File: config.mk
export PLATFORM = sky130hd
export DESIGN_NAME = mlp_weight_loader
export DESIGN_NICKNAME = d
export VERILOG_FILES = /design/src/rtl/mlp_pkg.sv /design/src/rtl/mlp_index_counter.sv /design/src/rtl/mlp_weight_loader.sv
export SDC_FILE = /design/constraint.sdc
export NUM_CORES = 1
export LEC_CHECK = 0
export ABC_AREA = 1
export ABC_CLOCK_PERIOD_IN_PS = 1500
export CORE_MARGIN = 2
export CORE_UTILIZATION = 49
export CTS_BUF_LIST = sky130_fd_sc_hd__clkbuf_8
export CTS_CLUSTER_SIZE = 28
export DETAILED_ROUTE_END_ITERATION = 10
export GPL_TIMING_DRIVEN = 0
export HOLD_SLACK_MARGIN = 0.08
export PLACE_DENSITY_LB_ADDON = 0.2
export SYNTH_ARGS = -nofsm -noshare
export SYNTH_HDL_FRONTEND = slang
export SYNTH_SLANG_ARGS = --single-unit
File: constraint.sdc
create_clock -name clk -period 1.5 [get_ports clk]
set_input_delay 0.225 -clock clk [delete_from_list [all_inputs] [get_ports clk]]
set_output_delay 0.225 -clock clk [all_outputs]
set_load 0.02 [all_outputs]
File: src/rtl/mlp_pkg.sv
// mlp_pkg: shared types and constants for the MLP weight loader.
//   wl_state_t        loader FSM states (IDLE, LOAD, DONE)
//   MLP_N / MLP_M     default neurons per layer / number of layers
//   MLP_WIDTH         default weight word width
//   WL_BEATS          words in one full weight set, M*N*(N+1)
//   WL_*_W            index widths derived with $clog2
package mlp_pkg;

   localparam int MLP_N     = 5;
   localparam int MLP_M     = 3;
   localparam int MLP_WIDTH = 8;

   localparam int WL_BEATS   = MLP_M * MLP_N * (MLP_N + 1);
   localparam int WL_LAYER_W = $clog2(MLP_M);
   localparam int WL_NEURON_W = $clog2(MLP_N);
   localparam int WL_IDX_W   = $clog2(MLP_N + 1);

   typedef enum logic [1:0] {
      IDLE = 2'd0,
      LOAD = 2'd1,
      DONE = 2'd2
   } wl_state_t;

endpackage

File: src/rtl/mlp_index_counter.sv
// mlp_index_counter: three-level wrapping address counter for the weight
// memory. k (word index, 0..N) is fastest, then j (neuron, 0..N-1), then
// i (layer, 0..M-1).
// Ports:
//   clk, rst_n  clock, asynchronous active-low reset
//   clr         zero all counters (takes priority over en)
//   en          advance by one word
//   i, j, k     current layer / neuron / word index
//   last        current position is the final word of the set
module mlp_index_counter
   import mlp_pkg::*;
#(
   parameter int N = MLP_N,
   parameter int M = MLP_M
) (
   input  logic                     clk,
   input  logic                     rst_n,
   input  logic                     clr,
   input  logic                     en,
   output logic [$clog2(M)-1:0]     i,
   output logic [$clog2(N)-1:0]     j,
   output logic [$clog2(N+1)-1:0]   k,
   output logic                     last
);

   localparam int LW = $clog2(M);
   localparam int NW = $clog2(N);
   localparam int KW = $clog2(N + 1);

   localparam logic [LW-1:0] I_MAX = LW'(M - 1);
   localparam logic [NW-1:0] J_MAX = NW'(N - 1);
   localparam logic [KW-1:0] K_MAX = KW'(N);

   always_ff @(posedge clk or negedge rst_n) begin
      if (!rst_n) begin
         i <= '0;
         j <= '0;
         k <= '0;
      end else if (clr) begin
         i <= '0;
         j <= '0;
         k <= '0;
      end else if (en) begin
         if (k == K_MAX) begin
            k <= '0;
            if (j == J_MAX) begin
               j <= '0;
               // Wrap the layer too so the counter never leaves the legal range.
               i <= (i == I_MAX) ? '0 : i + 1'b1;
            end else begin
               j <= j + 1'b1;
            end
         end else begin
            k <= k + 1'b1;
         end
      end
   end

   assign last = (i == I_MAX) && (j == J_MAX) && (k == K_MAX);

endmodule

File: src/rtl/mlp_weight_loader.sv
// mlp_weight_loader: streams a full set of signed weights/biases from a
// valid/ready source into the n_neuron_mlp weight memory, address order
// layer, neuron, index (index fastest; index N is the bias).
// Ports:
//   clk, rst_n                 clock, asynchronous active-low reset
//   load_start                 pulse in IDLE to begin a weight set
//   w_valid/w_data/w_last      source stream; w_ready is high in LOAD
//   wr_en/wr_layer/wr_neuron/
//   wr_idx/wr_data             registered memory write, 1 cycle after accept
//   load_busy                  high while loading
//   load_done                  one-cycle pulse, coincides with final wr_en
//   load_err                   sticky w_last framing error
//   checksum[15:0]             only with WL_CHECKSUM_EN: running sum of
//                              sign-extended accepted words, mod 2^16
// Optional feature macro: WL_CHECKSUM_EN
module mlp_weight_loader
   import mlp_pkg::*;
#(
   parameter int N     = MLP_N,
   parameter int M     = MLP_M,
   parameter int WIDTH = MLP_WIDTH
) (
   input  logic                     clk,
   input  logic                     rst_n,
   input  logic                     load_start,
   input  logic                     w_valid,
   input  logic [WIDTH-1:0]         w_data,
   input  logic                     w_last,
   output logic                     w_ready,
   output logic                     wr_en,
   output logic [$clog2(M)-1:0]     wr_layer,
   output logic [$clog2(N)-1:0]     wr_neuron,
   output logic [$clog2(N+1)-1:0]   wr_idx,
   output logic [WIDTH-1:0]         wr_data,
   output logic                     load_busy,
   output logic                     load_done,
   output logic                     load_err
`ifdef WL_CHECKSUM_EN
   ,
   output logic [15:0]              checksum
`endif
);

   localparam int LW = $clog2(M);
   localparam int NW = $clog2(N);
   localparam int KW = $clog2(N + 1);

   wl_state_t state_reg, state_next;

   logic          handshake;
   logic          start_accept;
   logic          final_beat;
   logic [LW-1:0] cnt_i;
   logic [NW-1:0] cnt_j;
   logic [KW-1:0] cnt_k;

   mlp_index_counter #(
      .N (N),
      .M (M)
   ) u_index_counter (
      .clk   (clk),
      .rst_n (rst_n),
      .clr   (start_accept),
      .en    (handshake),
      .i     (cnt_i),
      .j     (cnt_j),
      .k     (cnt_k),
      .last  (final_beat)
   );

   // ---------------- FSM ----------------
   always_ff @(posedge clk or negedge rst_n) begin
      if (!rst_n) state_reg <= IDLE;
      else        state_reg <= state_next;
   end

   always_comb begin
      state_next = state_reg;
      w_ready    = 1'b0;
      load_busy  = 1'b0;
      load_done  = 1'b0;
      case (state_reg)
         IDLE: begin
            if (load_start) state_next = LOAD;
         end
         LOAD: begin
            w_ready   = 1'b1;
            load_busy = 1'b1;
            // Completion is decided by the beat count, never by w_last.
            if (w_valid && final_beat) state_next = DONE;
         end
         DONE: begin
            load_done  = 1'b1;
            state_next = IDLE;
         end
         default: state_next = IDLE;
      endcase
   end

   assign handshake    = w_valid && w_ready;
   assign start_accept = (state_reg == IDLE) && load_start;

   // ---------------- registered write port ----------------
   // Address/data hold their last value when no word is accepted.
   always_ff @(posedge clk or negedge rst_n) begin
      if (!rst_n) begin
         wr_en     <= 1'b0;
         wr_layer  <= '0;
         wr_neuron <= '0;
         wr_idx    <= '0;
         wr_data   <= '0;
      end else begin
         wr_en <= handshake;
         if (handshake) begin
            wr_layer  <= cnt_i;
            wr_neuron <= cnt_j;
            wr_idx    <= cnt_k;
            wr_data   <= w_data;
         end
      end
   end

   // ---------------- framing error ----------------
   always_ff @(posedge clk or negedge rst_n) begin
      if (!rst_n) begin
         load_err <= 1'b0;
      end else if (start_accept) begin
         load_err <= 1'b0;
      end else if (handshake && (w_last != final_beat)) begin
         load_err <= 1'b1;
      end
   end

`ifdef WL_CHECKSUM_EN
   // ---------------- running checksum ----------------
   logic [15:0] data_ext;
   assign data_ext = {{(16-WIDTH){w_data[WIDTH-1]}}, w_data};

   always_ff @(posedge clk or negedge rst_n) begin
      if (!rst_n) begin
         checksum <= '0;
      end else if (start_accept) begin
         checksum <= '0;
      end else if (handshake) begin
         checksum <= checksum + data_ext;
      end
   end
`endif

endmodule

==> results of run 1 <==
## layer usage
layer | track usage, % | vias up | wire length [um]
met5 | 0 | - | 0
met4 | 6.098 | 0 | 21
met3 | 6.720 | 5 | 212
met2 | 37.10 | 36 | 1305
met1 | 22.30 | 490 | 1036
li1 | - | 504 | -
## cell families after synthesis
logic type	synth area share, %
buffers and inverters	8.439
adder cells (fa/ha/maj)	1.962
XOR/XNOR	0.6871
AND/OR/NAND/NOR	25.71
AO/OA/AOI/OAI	8.243
flip-flops	54.96
## cell type report
class                      instances  area, um2  area share, %
buffer                             5      45.04          2.634
inverter                          16      62.56          3.658
tap                               30      37.54          2.195
timing repair buffer              34      356.6          20.85
clock buffer                       3      41.29          2.414
sequential                        28      700.7          40.97
multi-input combinational         89      466.7          27.29
## cell usage in the layout, fill, tap and decap left out, types with 2 or more instances in the layout
master	synthesis	final
a21oi_1	2	2
buf_4	1	2
buf_6	3	3
clkbuf_8	0	3
clkdlybuf4s50_1	0	22
dfrtp_1	28	28
dlymetal6s2s_1	0	8
ha_1	2	2
inv_1	11	11
inv_2	4	4
nand2_1	39	39
nand2_2	5	5
nand3_1	7	7
nand3_2	3	3
nor2_1	6	6
nor2_2	2	2
nor2_4	2	2
nor3_1	2	2
o21ai_0	9	9
o21ai_1	5	5
## worst paths after layout
check	from	end	slack, ns	depth (start not counted)
max	wr_data[2]	wr_data[2]	0.03	1
max in group asynchronous	rst_n	u_index_counter.j[1]	0.60	2
min reg2reg	wr_idx[0]	wr_idx[0]	0.48	2
max reg2reg	u_index_counter.j[0]	load_err	0.17	8
min	rst_n	wr_idx[2]	0.37	1
min in group clk	w_data[7]	wr_data[7]	0.48	3
## power breakdown
group / switching, mW / internal [mW] / leakage (nW) / total, mW
clock: 0.217 / 0.180 / 0.0216 / 0.397
combinational: 0.756 / 0.577 / 0.545 / 1.33
sequential: 0.187 / 1.03 / 0.337 / 1.22
total: 1.16 / 1.79 / 0.904 / 2.94
## metrics by stage
step / setup slack [ns] / area, um2
floorplan: 0.2776 / 1275
global placement: -0.2137 / 1643
detailed placement: -0.2168 / 1643
CTS: 0.0008915 / 1679
global route: 0.0007401 / 1710
finish: 0.03259 / 1710
==> results.md, run 1 <==
- Critical Path RT: 1.27 ns
- Sequential area share after synthesis: between 50% and 60%
- Mapped Area: 0.001275 mm2
- Worst-path maximum fanout: 2
- Synthesis-to-finish area growth: 34.15%
- Antenna violations before repair: 0
- Main synth FF type: dfrtp_1
- Status: finished, final reports clean
- Routability cong.: 0.8171
- Syn nets: 153
- Fmax: 681.5 MHz
- Most flop-heavy register: wr_data
- Residual overflow from global routing: 0
- Critical-path cell list: clkdlybuf4s50_1
- Die Height: 55.01 um
- Post-CTS resize count: 4
- Slew margin rel.: between 50% and 60%
- Routed Antenna Nets: 0
- Worst-path clk slew: ~0.090 ns
- Most common cell in the netlist: nand2_1
- Clock buffer count from CTS: 3
- DR vias/cell: just over 5
- Post-synth ARST share: 100.0%
- ANT cells: 0
- MaxCap Viol Count: 0
- TNS Setup: 0 ns
- Initial Util: around half
- Top cells by count, synth: nand2_1, dfrtp_1, inv_1
- Final worst-path cycle share: between 90% and 100%
- CP max stage cell: clkdlybuf4s50_1
- VDD IR max: between 0.0009 and 0.001 V
- Nets@finish: 192
- Power density cells: 1722 mW/mm2
- Total Wirelength: 2575 um
- Vias in the first global route: 1064
- HP Class: input port to asynchronous set/reset pin
- Boundary pin count: 34
- CTS tree: yes
- Row count: 18
- Clock root cell: clkbuf_8
- H-Tree Depth: 1
- Leakage: roughly 0.90 nW
- GRT Total Usage: 20.36%
- Setup crit start kind: flip-flop
- Global-route wire length before repair: 4360 um
- Syn avg cell area: 9.239 um2
- DR pass1 iterations: 4
- Max FFs per register: 8
- Hold Buf Count CTS: 0
- Via Count: 1035
- #FFs+latches synth: 28
- Synth Instances: 138
- Clk_lat worst skew: 0.27 ns
- Clock buffer depth: 2
- Yosys cell types: 24
- Setup Viol. Count Final: 0
- Core Area: between 0.002 and 0.0025 mm2
- Hold Vio Cnt, Final: 0
- Share of cells above drive strength 1: 17.14%
- DIE AREA: 0.003026 mm2
- RSZ-0062 raised after global routing: false
- Crit path arrival time: roughly 1.2 ns
- Crit path max-delay family: buffers and inverters
- Total power: ~2.9 mW
- Die X: 55.01 um
- Min Tclk post-route: 1.467 ns
- Max incr delay on CP: 0.61 ns
- Top area cells in the synthesized netlist: dfrtp_1, nand2_1, o21ai_0, inv_1, nand3_1
- Final std cells w/o fill: around 210
- CP bufs+invs: 1
- Half-perimeter wire length after detailed placement: 1936 um
- Worst hold margin: 0.3678 ns
- FILL cells: roughly 220
- Crit Path Class: flip-flop to output port
- DP Cell Count: 201
- Port bufs: 33
- Clk_skew: 0.001665 ns
- Post-synth EDFFs: 0
- DRC: 0
- Final Util: 69.04%
- Drt wl/cell: between 10 and 15 um
- Synth warn: 0
- Iteration-0 DRC Markers: 14
- Setup bufs post-CTS: 0
- Final slew viol count: 0
- Worst Max-Slew Pin Slew: 0.6929 ns
- Worst Setup End Kind: output port
- Post-synth top area share: 54.96%
- Clk sink count: 28
- Area leader, netlist: dfrtp_1
- Largest net degree at the start of global routing: 29
Note: power is estimated with default switching activity, not from simulation.
==> run 2: changes to the inputs <==
Settings changed: MAX_ROUTING_LAYER from default to met4.
==> run 2 against run 1 <==
Clock power barely moved; setup slack got worse by 0.0030 ns; via count rose by 0.19%; hold slack barely moved; sequential power barely moved; highest routed layer unchanged.
==> results.md, run 2 (synthesis gave the netlist of run 1 again) <==
- Total Wirelength: 2577 um
- Worst-path clk slew: 0.09 ns
- Dpl cell area: 0.001643 mm2
- Core Area: 0.002477 mm2
- Most common cell after layout, fill and taps aside: nand2_1
- Final slew viol count: 0
- Crit path max-delay family: buffers and inverters
- ANT cells: 0
- DR WL met3: 163 um
- Antenna violations before repair: 0
- DR vias/cell: roughly 5
- Worst-path maximum fanout: 2
- Initial Util: about half
- Final Cell Area: roughly 0.0017 mm2
- Most flop-heavy register: wr_data
- Critical Path RT: 1.27 ns
- Setup crit start kind: flip-flop
- Largest net degree at the start of global routing: 29
- Clk sink count: 28
- Drt wl/cell: 12.57 um
- Die X: 55.01 um
- Setup Viol. Count Final: 0
- Setup Slack @ Placement: -0.2168 ns
- Clk_lat worst skew: ~0.27 ns
- Crit Path Class: flip-flop to output port
- Pint: around 1.8 mW
- Synthesis-to-finish area growth: 34.15%
- CP bufs+invs: 1
- Final worst-path cycle share: roughly 100%
- PnR worst setup slack: 0.02957 ns
- Worst R2R Path Depth: 8
- Via Count: 1037
- Share of cells above drive strength 1: 17.14%
- DIE AREA: 0.003026 mm2
- RSZ-0062 raised after global routing: false
- GRT Total Usage: 20.93%
- Slew margin rel.: 53.70%
- Status: finished, final reports clean
- Die Height: 55.01 um
- Boundary pin count: 34
- Clock buffer count from CTS: 3
- Worst Max-Slew Pin Slew: 0.6924 ns
- Most frequent cells in the layout: nand2_1, dfrtp_1, clkdlybuf4s50_1, inv_1, o21ai_0
- Power density cells: 1723 mW/mm2
- Clock power share: 13.5%
- Combinational fraction of design power: a little under half
- Max incr delay on CP: 0.62 ns
- Clock buffer depth: 2
- Leakage: roughly 0.9 nW
- Iteration-0 DRC Markers: 14
- Clock root cell: clkbuf_8
- MaxCap Viol Count: 0
- Worst reg2reg path startpoint: u_index_counter.j[0]
- M1 WL: roughly 1100 um
- CP max stage cell: clkdlybuf4s50_1
- Critical-path cell list: clkdlybuf4s50_1
- Port bufs: 33
- Min Tclk post-route: 1.470 ns
- DR top layer: met4
- Row count: 18
- Max FFs per register: 8
- Global-route wire length before repair: 4367 um
- Fmax: 680.1 MHz
- Half-perimeter wire length after detailed placement: 1936 um
- TNS Setup: 0 ns
- Nets@finish: ~190
- Levels on crit path: 1
- CTS tree: yes
- Routed Antenna Nets: 0
- Hold Vio Cnt, Final: 0
- Clk_skew: around 0.0017 ns
- H-Tree Depth: 1
- DR pass1 iterations: 4
- DRC: 0
- VDD IR max: 0.0009521 V
- Setup bufs post-CTS: 0
- Crit path arrival time: 1.25 ns
- FF-to-FF setup slack: 0.17 ns
- DR WL met2: 1306 um
- Sequential power share: 41.3%
- Worst Setup End Kind: output port
- Sw power: 1.161 mW
- Vias in the first global route: 1063
- Switch share: 39.41%
- HP Class: input port to asynchronous set/reset pin
- Reg2reg end: load_err
- Residual overflow from global routing: 0
- Final Util: between 60 and 70%
- Total power: 2.946 mW
- Routability cong.: about 0.83
[run 2: cell counts in the layout (fill, tap and decap cells not counted)]
Identical to the previous run, type by type.
[run 2: what timing repair did]
action,CTS,global route
endpoints found under the setup margin,3,9
hold buffers,0,0
resized for setup,4,10
[run 2: through the flow]
| stage | instances | hold slack, ns |
|---|---|---|
| 4_1_cts | 204 | 0.4799 |
| 2_1_floorplan | 138 | -0.07059 |
| 3_3_place_gp | 201 | 0.4639 |
| 5_1_grt | 205 | 0.4113 |
| 6_report | 205 | 0.3675 |
| 3_5_place_dp | 201 | 0.4717 |
[run 2: per-layer routing]
layer	track usage, %	up-vias
met4	6.098	0
met5	-	-
met2	37.10	36
met1	24.04	492
li1	-	504
met3	4.032	5
[run 2: power by group through the flow]
stage | clock network [mW] | logic [mW] | registers, mW
global route | 0.430 | 1.49 | 1.25
CTS | 0.404 | 1.36 | 1.22
detailed placement | 0 | 1.36 | 1.23
finish | 0.397 | 1.33 | 1.22
floorplan | 0 | 0.613 | 1.41
global placement | 0 | 1.31 | 1.22
[run 2: layout make-up]
type                    instances  area [um2]
multi-input cells              89       466.7
well taps                      30       37.54
inverters                      16       62.56
fillers                       219       767.0
flip-flops and latches         28       700.7
clock buffers                   3       41.29
plain buffers                   5       45.04
repair buffers                 34       356.6
[run 2: worst max-delay path by stage]
stage / startpoint / end / slack (ns)
2_1_floorplan: state_reg[0] / w_ready / 0.28
3_3_place_gp: rst_n / wr_data[6] / -0.21
3_5_place_dp: rst_n / wr_data[7] / -0.22
4_1_cts: state_reg[0] / load_busy / 0.0009
5_1_grt: wr_idx[2] / wr_idx[2] / 0.002
6_report: wr_data[0] / wr_data[0] / 0.03
==> run 3: changes to the inputs <==
Settings changed: CTS_CLUSTER_SIZE 28 to 10, RECOVER_POWER from default to 25.
==> run 3 against run 2 <==
Clock skew is the same; die area is the same; global-route usage is the same; combinational power is essentially flat; first-iteration DRC count is the same; non-clock buffer count is the same; sequential share of layout area grew 0.24 points; fmax is the same; design area shrank 0.59%; routed wire length grew 0.19%; critical path type unchanged.
==> results.md, run 3 (synthesis gave the netlist of run 1 again) <==
- Vias in the first global route: 1063
- Fmax: 680.1 MHz
- Crit path arrival time: 1.25 ns
- Power density cells: 1731 mW/mm2
- Via Count: ~1000
- HP Class: input port to asynchronous set/reset pin
- Most common cell after layout, fill and taps aside: nand2_1
- Worst-path clk slew: 0.09 ns
- Min Tclk post-route: 1.470 ns
- Setup crit start kind: flip-flop
- Worst R2R Path Depth: 8
- Worst Setup End Kind: output port
- Clock root cell: clkbuf_8
- Levels on crit path: 1
- Largest net degree at the start of global routing: 29
- Leakage: 0.9008 nW
- Clk_lat worst skew: 0.27 ns
- DIE AREA: 0.003026 mm2
- Clk sink count: 28
- ANT cells: 0
- Routed Antenna Nets: 0
- Clock buffer count from CTS: 3
- Worst-path maximum fanout: 2
- Status: finished, final reports clean
- Share of cells above drive strength 1: 17.14%
- Total power: 2.943 mW
- H-Tree Depth: 1
- Clock buffer depth: 2
- GRT Total Usage: a little over a fifth
- Most flop-heavy register: wr_data
- Iteration-0 DRC Markers: 14
- Boundary pin count: 34
- CTS tree: yes
- Antenna violations before repair: 0
- VDD IR max: roughly 0.00095 V
- Crit Path Class: flip-flop to output port
- Slew margin rel.: between 50% and 60%
- Final worst-path cycle share: slightly below 100%
- Worst Max-Slew Pin Slew: 0.6534 ns
- Clk_skew: 0.001674 ns
- DR vias/cell: 5.054
- Most frequent cells in the layout: nand2_1, dfrtp_1, clkdlybuf4s50_1, inv_1, o21ai_0
- CP max stage cell: clkdlybuf4s50_1
- Routability cong.: 0.8293
- Half-perimeter wire length after detailed placement: 1936 um
- Synthesis-to-finish area growth: 33.37%
- Setup Viol. Count Final: 0
- CP bufs+invs: 1
- Port bufs: 33
- Crit path max-delay family: buffers and inverters
- Max incr delay on CP: 0.62 ns
- Max FFs per register: 8
- Critical Path RT: 1.27 ns
- DR pass1 iterations: 4
- Hold Vio Cnt, Final: 0
- Core Area: about 0.0025 mm2
- Row count: 18
- Global-route wire length before repair: 4367 um
- Die Height: between 50 and 60 um
- Final slew viol count: 0
- TNS Setup: 0 ns
- Drt wl/cell: 12.60 um
- Residual overflow from global routing: 0
- Nets@finish: 192
- Total Wirelength: 2582 um
- Critical-path cell list: clkdlybuf4s50_1
- MaxCap Viol Count: 0
- RSZ-0062 raised after global routing: false
- Initial Util: 51.46%
- DRC: 0
- Setup bufs post-CTS: 0
- Die X: 55.01 um
run 3: changes by cell type in the layout (fill, tap and decap cells not counted), sizes merged:
cell           previous run  this run
dlygate4sd3               0         1
clkdlybuf4s50            22        21
buf                       6         5
clkbuf                    5         6
run 3: report_power, final:
part | leakage [nW] | total, mW | internal (mW) | switching (mW)
Combinational | 0.542 | 1.33 | 0.573 | 0.756
Sequential | 0.337 | 1.22 | 1.03 | 0.188
Clock | 0.0216 | 0.397 | 0.180 | 0.217
Total | 0.901 | 2.94 | 1.78 | 1.16
run 3: layout make-up:
class                   count  area (um2)
plain buffers               5       45.04
fillers                   220       777.0
multi-input cells          89       466.7
well taps                  30       37.54
inverters                  16       62.56
flip-flops and latches     28       700.7
clock buffers               3       41.29
repair buffers             34       346.6
run 3: worst reg2reg max path, delay by kind of cell (launching register included):
kind                       cells  cell delay [ns]
and+or+nand+nor                5             0.47
DFF                            1             0.39
adders and majority gates      1             0.17
buffers and inverters          1             0.13
AOI/OAI and AO/OA              1             0.12
run 3: final timing paths:
| kind | startpoint | end | slack [ns] |
|---|---|---|---|
| max | wr_data[0] | wr_data[0] | 0.03 |
| min | rst_n | wr_idx[2] | 0.42 |
| max reg2reg | u_index_counter.j[0] | load_err | 0.17 |
| min reg2reg | wr_idx[0] | wr_idx[0] | 0.48 |
| max in group asynchronous | rst_n | u_index_counter.j[1] | 0.31 |
| min in group clk | w_data[7] | wr_data[7] | 0.48 |
run 3: repair_timing:
action | CTS | global route
endpoints found under the hold margin | 0 | 0
hold buffers | 0 | 0
resized for setup | 4 | 10
setup endpoints to repair | 3 | 9
run 3: layer usage:
layer / GRT usage (%) / vias up / routed length [um]
li1: - / 504 / -
met1: 24.04 / 491 / 1092
met2: 37.10 / 36 / 1306
met3: 4.032 / 5 / 162
met4: 6.098 / 0 / 21
met5: - / - / 0
run 3: through the flow:
stage / util (%) / cells / hold WS, ns / worst slack, ns / area [um2]
floorplan: - / 138 / -0.07059 / 0.2776 / 1275
global placement: 66.31 / 201 / 0.4639 / -0.2137 / 1643
detailed placement: 66.31 / 201 / 0.4717 / -0.2168 / 1643
CTS: 67.78 / 204 / 0.4799 / 0.0008915 / 1679
global route: 68.64 / 205 / 0.4602 / 0.001660 / 1700
finish: 68.64 / 205 / 0.4174 / 0.02957 / 1700
